--- src/rtl/nr_div_sgn.sv ---
// Non-restoring iterative divider with signed/unsigned mode, retiring one quotient bit per clock.
// Divide-by-zero and signed overflow bypass the iteration and finish in a single step.
module nr_div_sgn #(
   parameter int N = 8
) (
   input  logic         clk,
   input  logic         reset,
   input  logic         start,
   input  logic         signed_mode,
   input  logic [N-1:0] dividend,
   input  logic [N-1:0] divisor,
   output logic         busy,
   output logic         done,
   output logic [N-1:0] quotient,
   output logic [N-1:0] remainder,
   output logic         div_by_zero,
   output logic         overflow
);

   localparam int CW = $clog2(N + 1);
   localparam logic [N-1:0]  ZERO_N  = {N{1'b0}};
   localparam logic [N-1:0]  ONES_N  = {N{1'b1}};
   localparam logic [N-1:0]  ONE_N   = {{(N-1){1'b0}}, 1'b1};
   localparam logic [N-1:0]  MIN_N   = {1'b1, {(N-1){1'b0}}};
   localparam logic [CW-1:0] CNT_ONE = {{(CW-1){1'b0}}, 1'b1};
   localparam logic [CW-1:0] CNT_N   = CW'(N);

   typedef enum logic [1:0] {
      IDLE = 2'd0,
      ITER = 2'd1,
      FIX  = 2'd2,
      DONE = 2'd3
   } state_t;

   state_t        state, state_nx;
   logic [N:0]    a, a_nx;
   logic [N-1:0]  q, q_nx;
   logic [N-1:0]  d, d_nx;
   logic [CW-1:0] cnt, cnt_nx;
   logic          neg_q, neg_q_nx;
   logic          neg_r, neg_r_nx;
   logic          dz_p, dz_nx;
   logic          ov_p, ov_nx;
   logic          busy_nx, done_nx, dzo_nx, ovo_nx;
   logic [N-1:0]  quo_nx, rem_nx;

   logic          dvd_neg, dvs_neg, ovf_case;
   logic [N-1:0]  dvd_mag, dvs_mag;
   logic [N:0]    a_sh, a_it, a_fix;

   // Operand magnitudes, signs and the single signed overflow pattern
   always_comb begin
      dvd_neg  = signed_mode & dividend[N-1];
      dvs_neg  = signed_mode & divisor[N-1];
      dvd_mag  = dvd_neg ? (~dividend + ONE_N) : dividend;
      dvs_mag  = dvs_neg ? (~divisor + ONE_N) : divisor;
      ovf_case = signed_mode & (dividend == MIN_N) & (divisor == ONES_N);
   end

   // State register
   always_ff @(posedge clk or posedge reset) begin
      if (reset) begin
         state <= IDLE;
      end else begin
         state <= state_nx;
      end
   end

   // Next state, datapath step and output updates
   always_comb begin
      state_nx = state;
      a_nx     = a;
      q_nx     = q;
      d_nx     = d;
      cnt_nx   = cnt;
      neg_q_nx = neg_q;
      neg_r_nx = neg_r;
      dz_nx    = dz_p;
      ov_nx    = ov_p;
      busy_nx  = busy;
      done_nx  = 1'b0;
      quo_nx   = quotient;
      rem_nx   = remainder;
      dzo_nx   = div_by_zero;
      ovo_nx   = overflow;

      // A is kept N+1 bits so its sign bit steers add-versus-subtract
      a_sh  = {a[N-1:0], q[N-1]};
      a_it  = a[N] ? (a_sh + {1'b0, d}) : (a_sh - {1'b0, d});
      a_fix = a[N] ? (a + {1'b0, d}) : a;

      case (state)
         IDLE: begin
            if (start) begin
               busy_nx  = 1'b1;
               dzo_nx   = 1'b0;
               ovo_nx   = 1'b0;
               dz_nx    = 1'b0;
               ov_nx    = 1'b0;
               d_nx     = dvs_mag;
               neg_q_nx = dvd_neg ^ dvs_neg;
               neg_r_nx = dvd_neg;
               cnt_nx   = CNT_N;
               if (divisor == ZERO_N) begin
                  dz_nx    = 1'b1;
                  q_nx     = ONES_N;
                  a_nx     = {1'b0, dividend};
                  state_nx = DONE;
               end else if (ovf_case) begin
                  ov_nx    = 1'b1;
                  q_nx     = MIN_N;
                  a_nx     = {(N+1){1'b0}};
                  state_nx = DONE;
               end else begin
                  q_nx     = dvd_mag;
                  a_nx     = {(N+1){1'b0}};
                  state_nx = ITER;
               end
            end else begin
               state_nx = IDLE;
            end
         end
         ITER: begin
            a_nx   = a_it;
            q_nx   = {q[N-2:0], ~a_it[N]};
            cnt_nx = cnt - CNT_ONE;
            if (cnt == CNT_ONE) begin
               state_nx = FIX;
            end else begin
               state_nx = ITER;
            end
         end
         FIX: begin
            q_nx     = neg_q ? (~q + ONE_N) : q;
            a_nx     = {1'b0, (neg_r ? (~a_fix[N-1:0] + ONE_N) : a_fix[N-1:0])};
            state_nx = DONE;
         end
         DONE: begin
            busy_nx  = 1'b0;
            done_nx  = 1'b1;
            quo_nx   = q;
            rem_nx   = a[N-1:0];
            dzo_nx   = dz_p;
            ovo_nx   = ov_p;
            state_nx = IDLE;
         end
         default: begin
            busy_nx  = 1'b0;
            state_nx = IDLE;
         end
      endcase
   end

   // Datapath and registered outputs
   always_ff @(posedge clk or posedge reset) begin
      if (reset) begin
         a           <= {(N+1){1'b0}};
         q           <= ZERO_N;
         d           <= ZERO_N;
         cnt         <= {CW{1'b0}};
         neg_q       <= 1'b0;
         neg_r       <= 1'b0;
         dz_p        <= 1'b0;
         ov_p        <= 1'b0;
         busy        <= 1'b0;
         done        <= 1'b0;
         quotient    <= ZERO_N;
         remainder   <= ZERO_N;
         div_by_zero <= 1'b0;
         overflow    <= 1'b0;
      end else begin
         a           <= a_nx;
         q           <= q_nx;
         d           <= d_nx;
         cnt         <= cnt_nx;
         neg_q       <= neg_q_nx;
         neg_r       <= neg_r_nx;
         dz_p        <= dz_nx;
         ov_p        <= ov_nx;
         busy        <= busy_nx;
         done        <= done_nx;
         quotient    <= quo_nx;
         remainder   <= rem_nx;
         div_by_zero <= dzo_nx;
         overflow    <= ovo_nx;
      end
   end

endmodule
--- config.mk ---
export PLATFORM = sky130hd
export DESIGN_NAME = nr_div_sgn
export DESIGN_NICKNAME = d
export VERILOG_FILES = /design/src/rtl/nr_div_sgn.sv
export SDC_FILE = /design/constraint.sdc
export NUM_CORES = 1
export LEC_CHECK = 0
export ABC_AREA = 1
export BUFFER_PORTS_ARGS = -buffer_cell sky130_fd_sc_hd__buf_2
export CORE_MARGIN = 2
export CORE_UTILIZATION = 55
export DETAILED_ROUTE_END_ITERATION = 8
export PLACE_DENSITY_LB_ADDON = 0.12
export SETUP_SLACK_MARGIN = 0.15
export SLEW_MARGIN = 20
export SYNTH_ARGS = -nofsm -noshare
export SYNTH_HDL_FRONTEND = slang
export SYNTH_SLANG_ARGS = --single-unit
--- constraint.sdc ---
create_clock -name clk -period 4.1 [get_ports clk]
set_clock_uncertainty 0.15 [all_clocks]
set_input_delay 0.205 -clock clk [delete_from_list [all_inputs] [get_ports clk]]
set_output_delay 0.205 -clock clk [all_outputs]
set_load 0.005 [all_outputs]
==> impl_metrics.toml <==
[status]
status = "finished, final reports clean"

[floorplanning]
die-width_um = 90.7
die-area_mm2 = 0.00823
start_util = 0.570
die_h_um = 90.7
io_pins = 40
core_mm2 = 0.00725
rows = 31

[layout]
final_common_cell = "nand2_1"
fillers = 689
syn_to_final_growth_pct = 9.17
final_cell_mix = "123 x nand2_1, 84 x inv_1, 55 x dfrtp_1, 52 x nand3_1, 51 x nor2_1"
layout-drive-gt1-share = 0.122
n_antenna_cell = 0
final_nets = 665

[flow_run]
maxCapViolations = 0

[synth]
synth_cell_type_count = 41
synth_xor_xnor_area_share = 0.0381
syn_inst = 580
yosys.area_share.simple = 0.266
synthAdderAreaFrac = 0.0914
yosys_register_bits = 55
synth_area_leaders = "dfrtp_1 33%, nand2_1 11%, ha_1 8.2%"
syn_avg_cell_area_um2 = 7.13
ys_seq_area_frac = 0.333
synth_top_family_by_area = "simple AND/OR/NAND/NOR gates"
ys_warn_count = 0
syn_nets = 629
synth_compound_area_frac = 0.162
synth_top_area_cell = "dfrtp_1"
netlist_area_mm2 = 0.00414
yosysTopAreaCellShare = 0.333
synthMuxAreaShare = 0.0136

[setup_path]
r2r-start = "a[8]$_DFFE_PP0P_"
end_kind = "register"
crit_path_top_delay_cell = "dfrtp_1"
critPathArrivalTime_ps = 3030
critPathRequiredTime_ps = 4160
r2r_end = "q[0]$_DFFE_PP0P_"
r2r_slack_ps = 1130
critPathMaxStageDelay_ps = 690
cp-start-kind = "register"
crit_chain = "inv_4 > o31ai_1 > o21ai_0 > nor2_1 > xor2_1 > ha_1 > a21oi_1 > o21ai_0 > a21oi_1 > inv_1 > or2_2 > nand3_1 > a22oi_1"
crit_type = "reg -> reg"
crit_family = "compound AO/OA/AOI/OAI gates"
crit_fanout = 17
reg2regPathDepth = 13
crit_buf_inv = 2

[pwr]
power_leakage_nw = 2.36
ir_drop_uv = 420
p_total_w = 0.00406
power_density_mw_per_mm2 = 899

[cts]
ctsRootBufferMaster = "clkbuf_8"
path_clk_slew_ps = 120
cts-resized-gates = 0
cts_sinks = 55
clock_path_buffers = 2
insertion_delay_ps = 320
htreeDepth = 2
cts_buffers = 5
cts_tree = "built"

[sta]
hold_viol = 0
rsz0062_at_grt = "false"
worst_slew_pin_slew_ps = 771
fmax_mhz = 337
fin_crit_sh = 0.724
slew_violations = 0
post-route-min-period_ps = 2970
timing.setup.tns_ps = 0
setup_viol = 0
relSlewSlack = 0.485

[global_routing]
grt_max_degree = 56
met1_usage = 0.388
first_global_vias = 3771
grt_usage = 0.278
antenna_found_initial = 0
grt_pass1_wl_mm = 18.4
grt.busiest_layer = "met2"
overflow = 0
use_met3 = 0.0434
use_met2 = 0.443

[min_path]
min_to = "d[0]$_DFFE_PP0P_"
hp-class = "in -> reg"
hold_depth = 3
min_from = "divisor[0]"

[drt]
vias = 3970
first_pass_iters = 4
dr.first_iter.drc_count = 254
drtAntennaViolNets = 0
drt_wl_total_mm = 10.9
drc = 0
via_per_inst = 5.54
wire_per_inst_um = 15.2

[place]
dp_hpwl_mm = 8.46
port_buffers = 39
globalplace.congestion = 0.930
[worst reg2reg max path: stages (launching register included)]
cell	delay (ps)
dfrtp_1	690
inv_4	180
o31ai_1	150
o21ai_0	210
nor2_1	170
xor2_1	160
ha_1	280
a21oi_1	140
o21ai_0	90
a21oi_1	120
inv_1	60
or2_2	300
nand3_1	90
a22oi_1	70
[state kept, by name, summed over array words and instances, names as in the netlist]
register and cells:
div_by_zero 1, remainder 8, q 8, busy 1
a 9, state 2, cnt 4, ov_p 1
d 8, quotient 8, done 1, neg_r 1
dz_p 1, neg_q 1, overflow 1
[synthesized netlist by cell type, drive strengths merged]
master and number:
fa 2, nand4 6, ha 27, nand3 54, o32ai 1, o22ai 4, or2 5, dfrtp 55
o211ai 3, nand3b 3, xnor2 4, a311oi 1, o31ai 5, a32oi 1, buf 6, mux2 5
xor2 14, o21ai 45, a22oi 5, nor3 7, a221oi 2, a21oi 47, nand2 125, o221ai 1
inv 89, nor2 54, a211oi 1, a31oi 1, clkbuf 7
[per-stage QoR]
stage / worst slack, ps / util / cell area [um^2] / cells / hold slack [ps]
floorplan: 1560 / - / 4140 / 580 / 202
global placement: 1220 / 0.608 / 4410 / 707 / 285
detailed placement: 1160 / 0.608 / 4410 / 707 / 294
CTS: 1130 / 0.622 / 4510 / 716 / 39.9
global route: 818 / 0.622 / 4510 / 716 / 33.0
finish: 1130 / 0.622 / 4510 / 716 / 45.0
[report_power, final]
| group | internal (W) | leakage [nW] | switching [W] |
|---|---|---|---|
| clock network | 0.000126 | 0.0463 | 0.000206 |
| registers | 0.000790 | 0.673 | 0.000277 |
| logic | 0.000989 | 1.64 | 0.00167 |
| total | 0.00190 | 2.36 | 0.00215 |
[kinds of logic after synthesis]
logic type	count (synthesis)
AND/OR/NAND/NOR	254
AO/OA/AOI/OAI	117
buffers and inverters	102
flip-flops	55
adder cells (fa/ha/maj)	29
XOR/XNOR	18
multiplexers	5
[area by class of cell]
cell class	count	area, um^2	area share
clock buffer	5	68.8	0.0152
clock inverter	3	27.5	0.00610
inverter	89	337	0.0746
multi-input combinational	423	2360	0.523
sequential	55	1380	0.305
tap	99	124	0.0274
timing repair buffer	42	220	0.0488
[how the worst max path moves through the flow]
stage | startpoint | endpoint | slack [ps] | cells after the start
after CTS | a[8]$_DFFE_PP0P_ | q[0]$_DFFE_PP0P_ | 1130 | 13
after global routing | a[8]$_DFFE_PP0P_ | a[8]$_DFFE_PP0P_ | 820 | 14
after global placement | a[8]$_DFFE_PP0P_ | q[0]$_DFFE_PP0P_ | 1220 | 13
final | a[8]$_DFFE_PP0P_ | q[0]$_DFFE_PP0P_ | 1130 | 13
after detailed placement | a[8]$_DFFE_PP0P_ | q[0]$_DFFE_PP0P_ | 1160 | 13
after floorplan | a[8]$_DFFE_PP0P_ | q[0]$_DFFE_PP0P_ | 1560 | 15
[per-layer routing]
metal | up-vias | part of all wire
met2 | 127 | 0.46
met3 | 23 | 0.063
met4 | 0 | 0.024
met5 | - | 0
li1 | 1989 | -
met1 | 1831 | 0.45
[timing repair]
item | CTS | global route
hold buffers | 1 | 0
endpoints found under the hold margin | 55 | 0
buffers inserted | 0 | 0
Note: power is estimated with default switching activity, not from simulation.
